==> src/rtl/riscv_input_conditioner_pkg.sv <==
// Shared types and constants for the board-input conditioner in front of riscV_top.
package riscv_io_pkg;

    typedef enum logic [1:0] {
        IDLE     = 2'd0,
        DEBOUNCE = 2'd1,
        HOLD     = 2'd2,
        RELEASE  = 2'd3
    } state_e;

    localparam int DEF_SYNC_STAGES     = 2;
    localparam int DEF_DEBOUNCE_CYCLES = 4;
    localparam int DEF_RST_HOLD        = 3;
    localparam int DEF_SW_WIDTH        = 2;

    // One counter serves both the debounce and hold phases, so size it for the longer one.
    function automatic int cnt_w(input int debounce_cycles, input int rst_hold);
        int m;
        m = (debounce_cycles > rst_hold) ? debounce_cycles : rst_hold;
        return $clog2(m + 1);
    endfunction

endpackage

==> src/rtl/riscv_input_conditioner_if.sv <==
// Board-side bundle: raw button/switches in, conditioned core controls out.
interface riscv_input_conditioner_if
    import riscv_io_pkg::*;
#(
    parameter int SW_WIDTH = DEF_SW_WIDTH
);
    logic                btn_raw;
    logic [SW_WIDTH-1:0] sw_raw;
    logic                cpu_rst;
    logic [SW_WIDTH-1:0] prog_sel;
    logic                start_pulse;
    logic                busy;

    modport master (
        output btn_raw, sw_raw,
        input  cpu_rst, prog_sel, start_pulse, busy
    );

    modport slave (
        input  btn_raw, sw_raw,
        output cpu_rst, prog_sel, start_pulse, busy
    );
endinterface

==> src/rtl/riscv_input_conditioner_io_sync.sv <==
// Multi-flop synchroniser for asynchronous board inputs, cleared by the async reset.
module io_sync #(
    parameter int W      = 1,
    parameter int STAGES = 2
) (
    input  logic         clk,
    input  logic         rst_n,
    input  logic [W-1:0] i_d,
    output logic [W-1:0] o_q
);
    logic [W-1:0] r_chain [STAGES];

    always_ff @(posedge clk or negedge rst_n) begin
        if (!rst_n) begin
            for (int i = 0; i < STAGES; i++) r_chain[i] <= '0;
        end else begin
            r_chain[0] <= i_d;
            for (int i = 1; i < STAGES; i++) r_chain[i] <= r_chain[i-1];
        end
    end

    assign o_q = r_chain[STAGES-1];
endmodule

==> src/rtl/riscv_input_conditioner.sv <==
// Debounced button -> timed core reset + start strobe, with switch capture on a qualified press.
// state    | meaning
// IDLE     | core running, waiting for a press
// DEBOUNCE | button seen high, counting consecutive high cycles
// HOLD     | cpu_rst asserted for RST_HOLD cycles, button ignored
// RELEASE  | core released; wait for button release before re-arming
module riscv_input_conditioner
    import riscv_io_pkg::*;
#(
    parameter int SYNC_STAGES     = DEF_SYNC_STAGES,
    parameter int DEBOUNCE_CYCLES = DEF_DEBOUNCE_CYCLES,
    parameter int RST_HOLD        = DEF_RST_HOLD,
    parameter int SW_WIDTH        = DEF_SW_WIDTH
) (
    input  logic                       sysclk,
    input  logic                       rst_n,
    riscv_input_conditioner_if.slave   io
);
    localparam int             CNT_W     = cnt_w(DEBOUNCE_CYCLES, RST_HOLD);
    localparam logic [CNT_W-1:0] DEB_LAST  = CNT_W'(DEBOUNCE_CYCLES - 1);
    localparam logic [CNT_W-1:0] HOLD_LAST = CNT_W'(RST_HOLD - 1);

    logic                w_btn_s;
    logic [SW_WIDTH-1:0] w_sw_s;

    state_e              r_state, w_state_next;
    logic [CNT_W-1:0]    r_cnt, w_cnt_next;
    logic [SW_WIDTH-1:0] r_prog_sel, w_prog_sel_next;
    logic                r_cpu_rst, r_start, r_busy;

    io_sync #(.W(1), .STAGES(SYNC_STAGES)) u_sync_btn (
        .clk   (sysclk),
        .rst_n (rst_n),
        .i_d   (io.btn_raw),
        .o_q   (w_btn_s)
    );

    io_sync #(.W(SW_WIDTH), .STAGES(SYNC_STAGES)) u_sync_sw (
        .clk   (sysclk),
        .rst_n (rst_n),
        .i_d   (io.sw_raw),
        .o_q   (w_sw_s)
    );

    always_comb begin
        w_state_next    = r_state;
        w_cnt_next      = r_cnt;
        w_prog_sel_next = r_prog_sel;
        case (r_state)
            IDLE: begin
                if (w_btn_s) begin
                    w_state_next = DEBOUNCE;
                    w_cnt_next   = '0;
                end
            end
            DEBOUNCE: begin
                if (!w_btn_s) begin
                    w_state_next = IDLE;
                end else if (r_cnt == DEB_LAST) begin
                    w_state_next    = HOLD;
                    w_cnt_next      = '0;
                    w_prog_sel_next = w_sw_s;
                end else begin
                    w_cnt_next = r_cnt + 1'b1;
                end
            end
            HOLD: begin
                if (r_cnt == HOLD_LAST) begin
                    w_state_next = RELEASE;
                    w_cnt_next   = '0;
                end else begin
                    w_cnt_next = r_cnt + 1'b1;
                end
            end
            RELEASE: begin
                if (!w_btn_s) w_state_next = IDLE;
            end
            default: w_state_next = IDLE;
        endcase
    end

    // Outputs are registered from the next state so they change cleanly on the same edge as the FSM.
    always_ff @(posedge sysclk or negedge rst_n) begin
        if (!rst_n) begin
            r_state    <= HOLD;
            r_cnt      <= '0;
            r_prog_sel <= '0;
            r_cpu_rst  <= 1'b1;
            r_start    <= 1'b0;
            r_busy     <= 1'b1;
        end else begin
            r_state    <= w_state_next;
            r_cnt      <= w_cnt_next;
            r_prog_sel <= w_prog_sel_next;
            r_cpu_rst  <= (w_state_next == HOLD);
            r_start    <= (r_state == HOLD) && (w_state_next == RELEASE);
            r_busy     <= (w_state_next != IDLE);
        end
    end

    assign io.cpu_rst     = r_cpu_rst;
    assign io.prog_sel    = r_prog_sel;
    assign io.start_pulse = r_start;
    assign io.busy        = r_busy;
endmodule

==> src/flat_wrapper.sv <==
// flat-port wrapper written by rule: the top's interface ports become plain ports
module riscv_input_conditioner_flat import riscv_io_pkg::*;
#(
    parameter int SYNC_STAGES     = DEF_SYNC_STAGES,
    parameter int DEBOUNCE_CYCLES = DEF_DEBOUNCE_CYCLES,
    parameter int RST_HOLD        = DEF_RST_HOLD,
    parameter int SW_WIDTH        = DEF_SW_WIDTH
)
  (sysclk, rst_n, io_btn_raw, io_sw_raw, io_cpu_rst, io_prog_sel, io_start_pulse, io_busy);
  riscv_input_conditioner_if #(.SW_WIDTH(SW_WIDTH)) io_i ();
  input  logic sysclk;
  input  logic rst_n;
  input wire logic [$bits(io_i.btn_raw)-1:0] io_btn_raw;
  input wire logic [$bits(io_i.sw_raw)-1:0] io_sw_raw;
  output wire logic [$bits(io_i.cpu_rst)-1:0] io_cpu_rst;
  output wire logic [$bits(io_i.prog_sel)-1:0] io_prog_sel;
  output wire logic [$bits(io_i.start_pulse)-1:0] io_start_pulse;
  output wire logic [$bits(io_i.busy)-1:0] io_busy;
  assign io_i.btn_raw = io_btn_raw;
  assign io_i.sw_raw = io_sw_raw;
  assign io_cpu_rst = io_i.cpu_rst;
  assign io_prog_sel = io_i.prog_sel;
  assign io_start_pulse = io_i.start_pulse;
  assign io_busy = io_i.busy;
  riscv_input_conditioner #(.SYNC_STAGES(SYNC_STAGES), .DEBOUNCE_CYCLES(DEBOUNCE_CYCLES), .RST_HOLD(RST_HOLD), .SW_WIDTH(SW_WIDTH)) u_core (.sysclk(sysclk), .rst_n(rst_n), .io(io_i));
endmodule
==> config.mk <==
export PLATFORM = sky130hd
export DESIGN_NAME = riscv_input_conditioner_flat
export DESIGN_NICKNAME = d
export VERILOG_FILES = /design/src/rtl/riscv_input_conditioner_pkg.sv /design/src/rtl/riscv_input_conditioner_if.sv /design/src/rtl/riscv_input_conditioner_io_sync.sv /design/src/rtl/riscv_input_conditioner.sv /design/src/flat_wrapper.sv
export SDC_FILE = /design/constraint.sdc
export NUM_CORES = 1
export LEC_CHECK = 0
export ABC_AREA = 1
export BUFFER_PORTS_ARGS = -buffer_cell sky130_fd_sc_hd__buf_2
export CAP_MARGIN = 20
export CORE_MARGIN = 3
export CORE_UTILIZATION = 40
export DETAILED_ROUTE_END_ITERATION = 8
export GPL_ROUTABILITY_DRIVEN = 0
export SETUP_SLACK_MARGIN = 0.2
export SLEW_MARGIN = 0
export SYNTH_ARGS = -nofsm -noshare
export SYNTH_HDL_FRONTEND = slang
export SYNTH_SLANG_ARGS = --single-unit
export TNS_END_PERCENT = 10
==> constraint.sdc <==
create_clock -name sysclk -period 2 [get_ports sysclk]
set_input_delay 0.1 -clock sysclk [delete_from_list [all_inputs] [get_ports sysclk]]
set_output_delay 0.1 -clock sysclk [all_outputs]
set_load 0.02 [all_outputs]
==> results of run 1 <==
## kinds of logic (layout without fill, tap and decap cells)
kind of cell,after synthesis,in the layout,share of synthesized area
DFF,16,16,0.537
AOI/OAI and AO/OA,5,5,0.0332
adders and majority gates,8,8,0.133
and+or+nand+nor,40,40,0.223
buffers and inverters,15,32,0.0747
## synth_stat cells
cell / n / area (µm²)
nand2_1: 27 / 101
dfstp_2: 3 / 78.8
inv_1: 15 / 56.3
nor2_1: 6 / 22.5
dfrtp_1: 13 / 325
o21ai_1: 1 / 5.00
nand3b_1: 1 / 7.51
nand3_2: 1 / 10.0
o21ai_0: 4 / 20.0
nand2_2: 1 / 6.26
nand3_1: 4 / 20.0
ha_1: 8 / 100
## repair_timing
action	in CTS	in global routing
hold endpoints to repair	19	0
hold buffers	4	0
endpoints found under the setup margin	0	0
gates resized for setup	0	0
## path summary, 6_finish.rpt
check,endpoint,startpoint,depth (start not counted)
max,u_core.io.start_pulse$_DFF_PN0_,u_core.r_state[1]$_DFF_PN1_,8
min,u_core.io.start_pulse$_DFF_PN0_,rst_n,2
max reg2reg,u_core.io.start_pulse$_DFF_PN0_,u_core.r_state[1]$_DFF_PN1_,8
min reg2reg,u_core.u_sync_sw.o_q[0]$_DFF_PN0_,u_core.u_sync_sw.r_chain[2]$_DFF_PN0_,0
max in group asynchronous,u_core.r_state[1]$_DFF_PN1_,rst_n,2
min in group sysclk,u_core.u_sync_sw.o_q[0]$_DFF_PN0_,u_core.u_sync_sw.r_chain[2]$_DFF_PN0_,0
## flip-flops by register name (all words and copies together) (netlist names)
name,count
u_core.r_state,2
u_core.io.prog_sel,2
u_core.io.busy,1
u_core.u_sync_sw.o_q,2
u_core.io.cpu_rst,1
u_core.io.start_pulse,1
u_core.u_sync_btn.r_chain,1
u_core.r_cnt,3
u_core.u_sync_btn.o_q,1
u_core.u_sync_sw.r_chain,2
## layer usage
| metal | vias up | global-route usage | part of all wire |
|---|---|---|---|
| met4 | 0 | 0.0415 | 0.0077 |
| met3 | 2 | 0.0550 | 0.050 |
| met1 | 239 | 0.130 | 0.46 |
| li1 | 289 | - | - |
| met5 | - | 0 | 0 |
| met2 | 9 | 0.203 | 0.48 |
## stage by stage
stage | cells | setup WS, ns | hold slack, ns | instance area (µm²)
finish | 126 | 0.580 | 0.233 | 906
global route | 126 | 0.435 | 0.240 | 906
CTS | 126 | 0.565 | 0.239 | 906
detailed placement | 118 | 0.580 | 0.0267 | 830
global placement | 118 | 0.573 | 0.0156 | 830
floorplan | 84 | 0.689 | -0.196 | 753
## power by group through the flow
stage	Combinational (mW)	Sequential [mW]	Clock, mW
2_1_floorplan	0.295	0.492	0
4_1_cts	0.436	0.456	0.221
5_1_grt	0.513	0.468	0.236
3_3_place_gp	0.427	0.461	0
6_report	0.426	0.456	0.208
3_5_place_dp	0.428	0.462	0
## cell type report
cell class	count	area, µm²
Tap cell	25	31.3
Inverter	15	56.3
Timing Repair Buffer	13	85.1
Sequential cell	16	404
Clock buffer	4	36.3
Multi-Input combinational cell	53	293
Fill cell	182	840
==> results by group, run 1 <==
Status
  – Status: finished, final reports clean

Final layout
  – Fin nets: 115
  – Share of layout cells above drive strength 1: 0.178
  – Commonest non-fill, non-tap cells in the layout: 27 x nand2_1, 15 x inv_1, 13 x dfrtp_1
  – Commonest non-fill, non-tap cell in the layout: nand2_1
  – Area delta synth->final: 20.3%
  – Core Util, Final: 0.519
  – Antenna diodes: 0

Synthesis
  – Syn avg cell area: 8.97 µm²
  – Mapped cell area: roughly 750 µm²
  – Post-synthesis sequential area ratio: 0.537
  – Syn_nets: 97
  – Cells after Synth: between 80 and 90
  – Synth warn: 0
  – Seq cells post-synth: 16
  – Library cells used by synthesis: 12

Route
  – Pre-Repair DR Iteration Count: 2
  – Via-to-Cell Ratio: ~4.3
  – Initial drt markers: 6
  – Drc violations: 0
  – Routed wire per std cell: between 9 and 10 µm
  – Remaining antenna violation count: 0
  – Via count: 539
  – Total Wirelength: ~1200 µm

Floorplan
  – Initial Util: 0.432
  – # IOs: 10
  – Core area: 0.00175 mm²
  – Die Width: between 40 and 50 µm
  – Die height: between 40 and 50 µm
  – Die ar.: 0.00244 mm²
  – Rows: 15

STA
  – Setup TNS Final: 0 ns
  – Relative slew slack: 0.778
  – Count of final hold-check violations: 0
  – Clock period minus worst slack: 1.42 ns
  – Setup violations, final: 0
  – Final Cycle Share: 0.710
  – Setup Skew: 0.00375 ns
  – RSZ-0062 raised after global routing: false
  – Slew Limit Fails: 0
  – Worst-margin pin slew: 0.332 ns
  – FMAX: 704 MHz

Place
  – I/O Buffers: 9
  – DP HPWL: 895 µm

Clocking
  – Num Clock Sinks: 16
  – Clock-pin slew on the worst setup and hold paths: 0.09 ns
  – CTS Buf Count: 3
  – Root buffer cell: clkbuf_4
  – CTS Buffer Depth: 2
  – Clk_lat worst skew: 0.28 ns
  – Postcts setup bufs: 0
  – CTS tree: built
  – H-tree depth: 1

Worst setup path
  – Crit path max fanout: 6
  – Critical path class: register to register
  – Slowest stage delay, CP: 0.58 ns
  – WP data required: ~2.2 ns
  – CP Buf/Inv Count: 2
  – Crit start category: register
  – CP cell instances: inv_1 > ha_1 > nand3_2 > nand2_1 > inv_1 > nand2_1 > nand2_2 > nor2_1
  – Crit path DAT: ~1.6 ns
  – Slowest-stage cell, CP: dfstp_2
  – CP top delay family: flip-flops
  – Setup crit end kind: register
  – R2r setup slk: 0.58 ns

Power and ir drop
  – Tot Pwr: about 1.1 mW
  – Seq pwr share: 0.418
  – Power per cell area: 1200 mW/mm²
  – Internal power: 0.673 mW
  – Static Leak: 0.490 nW
  – Clock share of power: 0.191
  – Switching Share: 0.382
  – Worst vdd ir: 0.000844 V
  – Switch Pwr: around 0.42 mW
  – Comb pwr share: 0.391

Job
  – Max Cap Viol: 0

Global routing
  – GR Util All Layers: 0.120
  – Initial antenna violation count: 0
  – Vias in the first global route: 520
  – Largest net degree at the start of global routing: 17
  – GRT overflow: 0
  – First-pass GRT wire length: approximately 2100 µm

Worst hold path
  – Hold/Removal Path Class: input port to async pin
(Power assumes the default switching activity.)
==> run 2: changes to the inputs <==
Settings changed: ABC_AREA 1 to 0.
Clock period 2 ns to 1.4 ns, I/O delays scaled along.
==> results by group, run 2 <==
Global routing
  – Initial antenna violation count: 0
  – Vias in the first global route: 533
  – GR Util All Layers: 0.120
  – First-pass GRT wire length: approximately 2200 µm
  – GRT overflow: 0
  – Largest net degree at the start of global routing: 17

Synthesis
  – Post-synth EDFFs: 0
  – Seq cells post-synth: 16
  – Syn_nets: 72
  – Mapped cell area: 719 µm²
  – Post-synth top area cell: dfrtp_1
  – Synth top area cells: dfrtp_1 45%, ha_1 14%, dfstp_2 11%
  – Synth cell count leaders: 13 x dfrtp_1, 8 x ha_1, 7 x inv_1
  – Largest family of logic cells by synthesized area: adder cells
  – Asr flop ratio synth: 1.00
  – Multiplexer share of the synthesized area: 0.0313
  – Synth warn: 0
  – Compound-Gate Fraction of Synth Area: 0.125
  – Library cells used by synthesis: 22
  – XOR/XNOR share of the synthesized area: 0
  – Post-Synth Simple-Gate Area: 0.106
  – Post-synthesis adder-cell area fraction: 0.139
  – Top cell type's share of synthesized area: 0.452
  – Syn avg cell area: 12.2 µm²
  – Post-synthesis sequential area ratio: 0.562
  – Cells after Synth: between 50 and 60
  – Top-count cell post-synth: dfrtp_1
  – Ys flop type: dfrtp_1

Worst setup path
  – WP data required: 1.62 ns
  – Slowest-stage cell, CP: dfstp_2
  – Register-to-Register Path Depth: 6
  – Crit start category: register
  – Crit path max fanout: 4
  – Slowest stage delay, CP: approximately 0.57 ns
  – Crit Reg-Reg Startpoint: u_core.r_state[1]$_DFF_PN1_
  – Crit path DAT: 1.71 ns
  – Critical path class: register to register
  – RR Endpoint: u_core.io.busy$_DFF_PN1_
  – R2r setup slk: -0.09 ns
  – Setup crit end kind: register
  – CP cell instances: inv_2 > ha_4 > nor2b_2 > o21ai_1 > a21oi_2 > or2_1

Place
  – Placed insts: 101
  – Dpl ws: -0.124 ns
  – Placed instance area: 883 µm²
  – DP HPWL: 901 µm
  – I/O Buffers: 9

Route
  – Drc violations: 0
  – Pre-Repair DR Iteration Count: 3
  – Remaining antenna violation count: 0
  – Initial drt markers: 6
  – Routed wire per std cell: 11.8 µm
  – Total Wirelength: 1300 µm
  – Via-to-Cell Ratio: 4.69
  – Via count: between 500 and 600

Floorplan
  – Core area: 0.00159 mm²
  – Die Width: 48.4 µm
  – Initial Util: 0.451
  – Die height: 48.4 µm
  – # IOs: 10
  – Rows: 14
  – Die ar.: ~0.0023 mm²

Worst hold path
  – Hold/Removal Path Class: input port to async pin

STA
  – Final Cycle Share: 1.07
  – Count of final hold-check violations: 0
  – Setup TNS Final: -0.243 ns
  – Setup violations, final: 4
  – Clock period minus worst slack: 1.49 ns
  – Post-route setup slack: -0.0922 ns
  – FMAX: roughly 670 MHz
  – Relative slew slack: 0.780
  – Setup Skew: 0.00520 ns
  – Worst-margin pin slew: approximately 0.33 ns
  – RSZ-0062 raised after global routing: true
  – Slew Limit Fails: 0

Clocking
  – CTS Buffer Depth: 2
  – Clock-pin slew on the worst setup and hold paths: around 0.090 ns
  – Num Clock Sinks: 16
  – H-tree depth: 1
  – Root buffer cell: clkbuf_4
  – CTS tree: built
  – CTS Buf Count: 3
  – Clk_lat worst skew: 0.28 ns

Final layout
  – Share of layout cells above drive strength 1: 0.477
  – Commonest non-fill, non-tap cells in the layout: 13 x dfrtp_1, 10 x buf_4, 9 x buf_2
  – Antenna diodes: 0
  – Biggest register: u_core.r_cnt
  – Area delta synth->final: 41.7%
  – Commonest non-fill, non-tap cell in the layout: dfrtp_1
  – Non-filler cells, final: 110
  – Finished Cell Area: 0.00102 mm²
  – Fin nets: 100
  – Max reg flops: 3

Power and ir drop
  – Tot Pwr: 1.88 mW
  – Worst vdd ir: around 0.0013 V
  – Power per cell area: 1850 mW/mm²
  – Static Leak: 0.460 nW

Status
  – Status: finished with violations
  – Failing checks: setup timing

Job
  – Max Cap Viol: 0
[run 2: cell types whose count changed after synthesis, moves of 3 or more]
cell     change
nand3_1      -4
inv_1        -8
o21ai_1      +3
nor2_1       -5
nand2_1     -23
o21ai_0      -3
[run 2: cell type report]
| type | count | area (µm²) |
|---|---|---|
| clock buffers | 4 | 36.3 |
| fillers | 122 | 574 |
| inverters | 7 | 26.3 |
| multi-input cells | 36 | 363 |
| flip-flops and latches | 16 | 404 |
| well taps | 24 | 30.0 |
| repair buffers | 23 | 160 |
[run 2: layer usage]
metal	wire (µm)	global-route usage	part of all wire	up-vias
met5	0	0	0	-
met1	594	0.149	0.46	248
met3	57	0.0521	0.044	4
met4	18	0.0427	0.014	0
met2	627	0.188	0.48	12
li1	-	-	-	252
[run 2: cells by family (layout without fill, tap and decap cells)]
logic type | count (synthesis) | after routing
AO/OA/AOI/OAI | 13 | 13
multiplexers | 2 | 2
buffers and inverters | 7 | 34
adder cells (fa/ha/maj) | 8 | 8
flip-flops | 16 | 16
AND/OR/NAND/NOR | 13 | 13
[run 2: worst max-delay path, delay by kind of cell, from the launching register on]
kind	cells	cell delay, ns
buffers and inverters	1	0.07
DFF	1	0.57
and+or+nand+nor	2	0.40
adders and majority gates	1	0.17
AOI/OAI and AO/OA	2	0.23
[run 2: worst max-delay path by stage]
stage	from	endpoint	slack, ns
finish	u_core.r_state[1]$_DFF_PN1_	u_core.io.busy$_DFF_PN1_	-0.09
global route	u_core.r_state[1]$_DFF_PN1_	u_core.io.busy$_DFF_PN1_	-0.17
CTS	u_core.r_state[1]$_DFF_PN1_	u_core.io.cpu_rst$_DFF_PN1_	-0.12
detailed placement	u_core.r_state[0]$_DFF_PN0_	u_core.io.busy$_DFF_PN1_	-0.12
global placement	u_core.r_state[0]$_DFF_PN0_	u_core.io.busy$_DFF_PN1_	-0.11
floorplan	u_core.r_state[1]$_DFF_PN1_	u_core.io.busy$_DFF_PN1_	-0.06
[run 2: timing repair]
item	in CTS	in global routing
hold buffers	4	0
endpoints found under the setup margin	10	10
setup buffers	1	0
resized for setup	5	6
endpoints found under the hold margin	19	0
pin swaps	1	2
[run 2: report_power, final]
group	internal, mW	leakage [nW]	switching [mW]	total, mW
Sequential	0.590	0.197	0.0611	0.651
Combinational	0.475	0.243	0.461	0.936
Clock	0.158	0.0210	0.138	0.297
[run 2: metrics by stage]
step | util | hold WS (ns)
2_1_floorplan | - | -0.226
3_3_place_gp | 0.554 | -0.00858
3_5_place_dp | 0.554 | -0.00536
4_1_cts | 0.623 | 0.222
5_1_grt | 0.640 | 0.229
6_report | 0.640 | 0.213
==> run 3: changes to the inputs <==
Clock period 1.4 ns to 1.7 ns, I/O delays scaled along.
==> results by group, run 3 (synthesis gave the netlist of run 2 again) <==
Status
  – Status: finished, final reports clean

STA
  – Relative slew slack: 0.741
  – Clock period minus worst slack: 1.50 ns
  – Count of final hold-check violations: 0
  – Setup TNS Final: 0 ns
  – FMAX: between 600 and 700 MHz
  – Setup Skew: 0.00563 ns
  – Setup violations, final: 0
  – RSZ-0062 raised after global routing: true
  – Final Cycle Share: 0.881
  – Post-route setup slack: 0.202 ns
  – Worst-margin pin slew: 0.386 ns
  – Slew Limit Fails: 0

Place
  – I/O Buffers: 9
  – DP HPWL: 846 µm
  – Placed instance area: 803 µm²
  – Dpl ws: ~0.07 ns

Global routing
  – GRT overflow: 0
  – GR Util All Layers: 0.117
  – Initial antenna violation count: 0
  – Largest net degree at the start of global routing: 17
  – First-pass GRT wire length: roughly 2100 µm
  – Vias in the first global route: 472

Route
  – Drc violations: 0
  – Initial drt markers: 7
  – Max layer used: met4
  – Via count: 506
  – Metal-1 WL: 578 µm
  – Routed wire per std cell: 12.5 µm
  – Met2 routed wirelength: 675 µm
  – Via-to-Cell Ratio: between 4 and 5
  – Pre-Repair DR Iteration Count: 2
  – Remaining antenna violation count: 0
  – Met3 wire length: 54 µm
  – Total Wirelength: 1330 µm

Job
  – Max Cap Viol: 0

Final layout
  – Multi-input gate area: 353 µm²
  – Fin nets: 96
  – Biggest register: u_core.r_cnt
  – Antenna diodes: 0
  – Area delta synth->final: 36.3%
  – Share of layout cells above drive strength 1: 0.439
  – Commonest non-fill, non-tap cells in the layout: 12 x dfrtp_1, 9 x buf_2, 6 x inv_1, 6 x buf_4, 5 x ha_1
  – Filler cells: approximately 130
  – Finished Cell Area: 981 µm²
  – Commonest non-fill, non-tap cell in the layout: dfrtp_1
  – Seq. cell area: 405 µm²
  – Max reg flops: 3

Clocking
  – Clk_lat worst skew: 0.28 ns
  – CTS Buffer Depth: 2
  – H-tree depth: 1
  – Num Clock Sinks: 16
  – Root buffer cell: clkbuf_4
  – CTS tree: built
  – CTS Buf Count: 3
  – Clock-pin slew on the worst setup and hold paths: 0.09 ns

Worst setup path
  – Crit path DAT: 1.71 ns
  – Critical path class: register to register
  – Setup crit end kind: register
  – Crit path max fanout: 4
  – R2r setup slk: 0.20 ns
  – Slowest stage delay, CP: ~0.44 ns
  – WP data required: 1.91 ns
  – Slowest-stage cell, CP: dfrtp_2
  – CP cell instances: buf_4 > ha_1 > o211ai_1 > a32oi_2 > or2_1
  – Crit start category: register

Floorplan
  – Die ar.: 0.00234 mm²
  – Rows: 14
  – Initial Util: 0.451
  – Die height: 48.4 µm
  – Core area: 0.00159 mm²
  – Die Width: just under 50 µm
  – # IOs: 10

Worst hold path
  – Hold/Removal Path Class: input port to async pin

Power and ir drop
  – Static Leak: 0.445 nW
  – Worst vdd ir: slightly above 0.001 V
  – Tot Pwr: 1.53 mW
  – Power per cell area: 1560 mW/mm²
==> run 3: cell types whose count changed in the layout (fill, tap and decap cells not counted), sizes merged <==
cell	change
buf	-4
==> run 3: path summary, 6_finish.rpt <==
check | endpoint | from | cells after the start
hold reg to reg | u_core.u_sync_sw.o_q[1]$_DFF_PN0_ | u_core.u_sync_sw.r_chain[3]$_DFF_PN0_ | 0
min in group sysclk | u_core.u_sync_sw.o_q[1]$_DFF_PN0_ | u_core.u_sync_sw.r_chain[3]$_DFF_PN0_ | 0
setup reg to reg | u_core.io.busy$_DFF_PN1_ | u_core.r_state[0]$_DFF_PN0_ | 5
hold / removal | u_core.io.prog_sel[1]$_DFFE_PN0P_ | rst_n | 2
max in group asynchronous | u_core.r_state[1]$_DFF_PN1_ | rst_n | 2
setup / recovery | u_core.io.busy$_DFF_PN1_ | u_core.r_state[0]$_DFF_PN0_ | 5
==> run 3: metrics by stage <==
| stage | hold slack, ns | utilization | cells |
|---|---|---|---|
| final | 0.227 | 0.615 | 106 |
| after detailed placement | 0.00935 | 0.504 | 92 |
| after global placement | 0.00831 | 0.504 | 92 |
| after floorplan | -0.211 | - | 59 |
| after CTS | 0.236 | 0.577 | 103 |
| after global routing | 0.249 | 0.615 | 106 |
==> run 3: critical path, delay by kind of cell (launching register included) <==
family	cells	cell delay, ns
AOI/OAI and AO/OA	2	0.38
adders and majority gates	1	0.21
buffers and inverters	1	0.15
DFF	1	0.44
and+or+nand+nor	1	0.25
==> run 3: what timing repair did <==
item	CTS	global route
endpoints found under the setup margin	5	4
buffers inserted	3	3
endpoints found under the hold margin	19	0
pin swaps	3	6
hold buffers	4	0
gates cloned	0	0
gates resized for setup	4	8
==> run 3: report_power, final <==
part           leakage, nW  total, mW  internal, mW  switching, mW
Combinational        0.229      0.760         0.362          0.397
Clock               0.0210      0.239         0.130          0.109
Sequential           0.196      0.532         0.488         0.0448
Total                0.445       1.53         0.980          0.551
==> run 3: final cells by class <==
class | count | area share
Multi-Input combinational cell | 36 | 0.360
Tap cell | 24 | 0.0306
Inverter | 7 | 0.0268
Timing Repair Buffer | 19 | 0.133
Sequential cell | 16 | 0.413
Clock buffer | 4 | 0.0370
==> run 3: metal layers <==
metal	global-route usage	up-vias
met4	0.0284	0
met1	0.125	242
met5	0	-
li1	-	249
met3	0.0491	4
met2	0.211	11
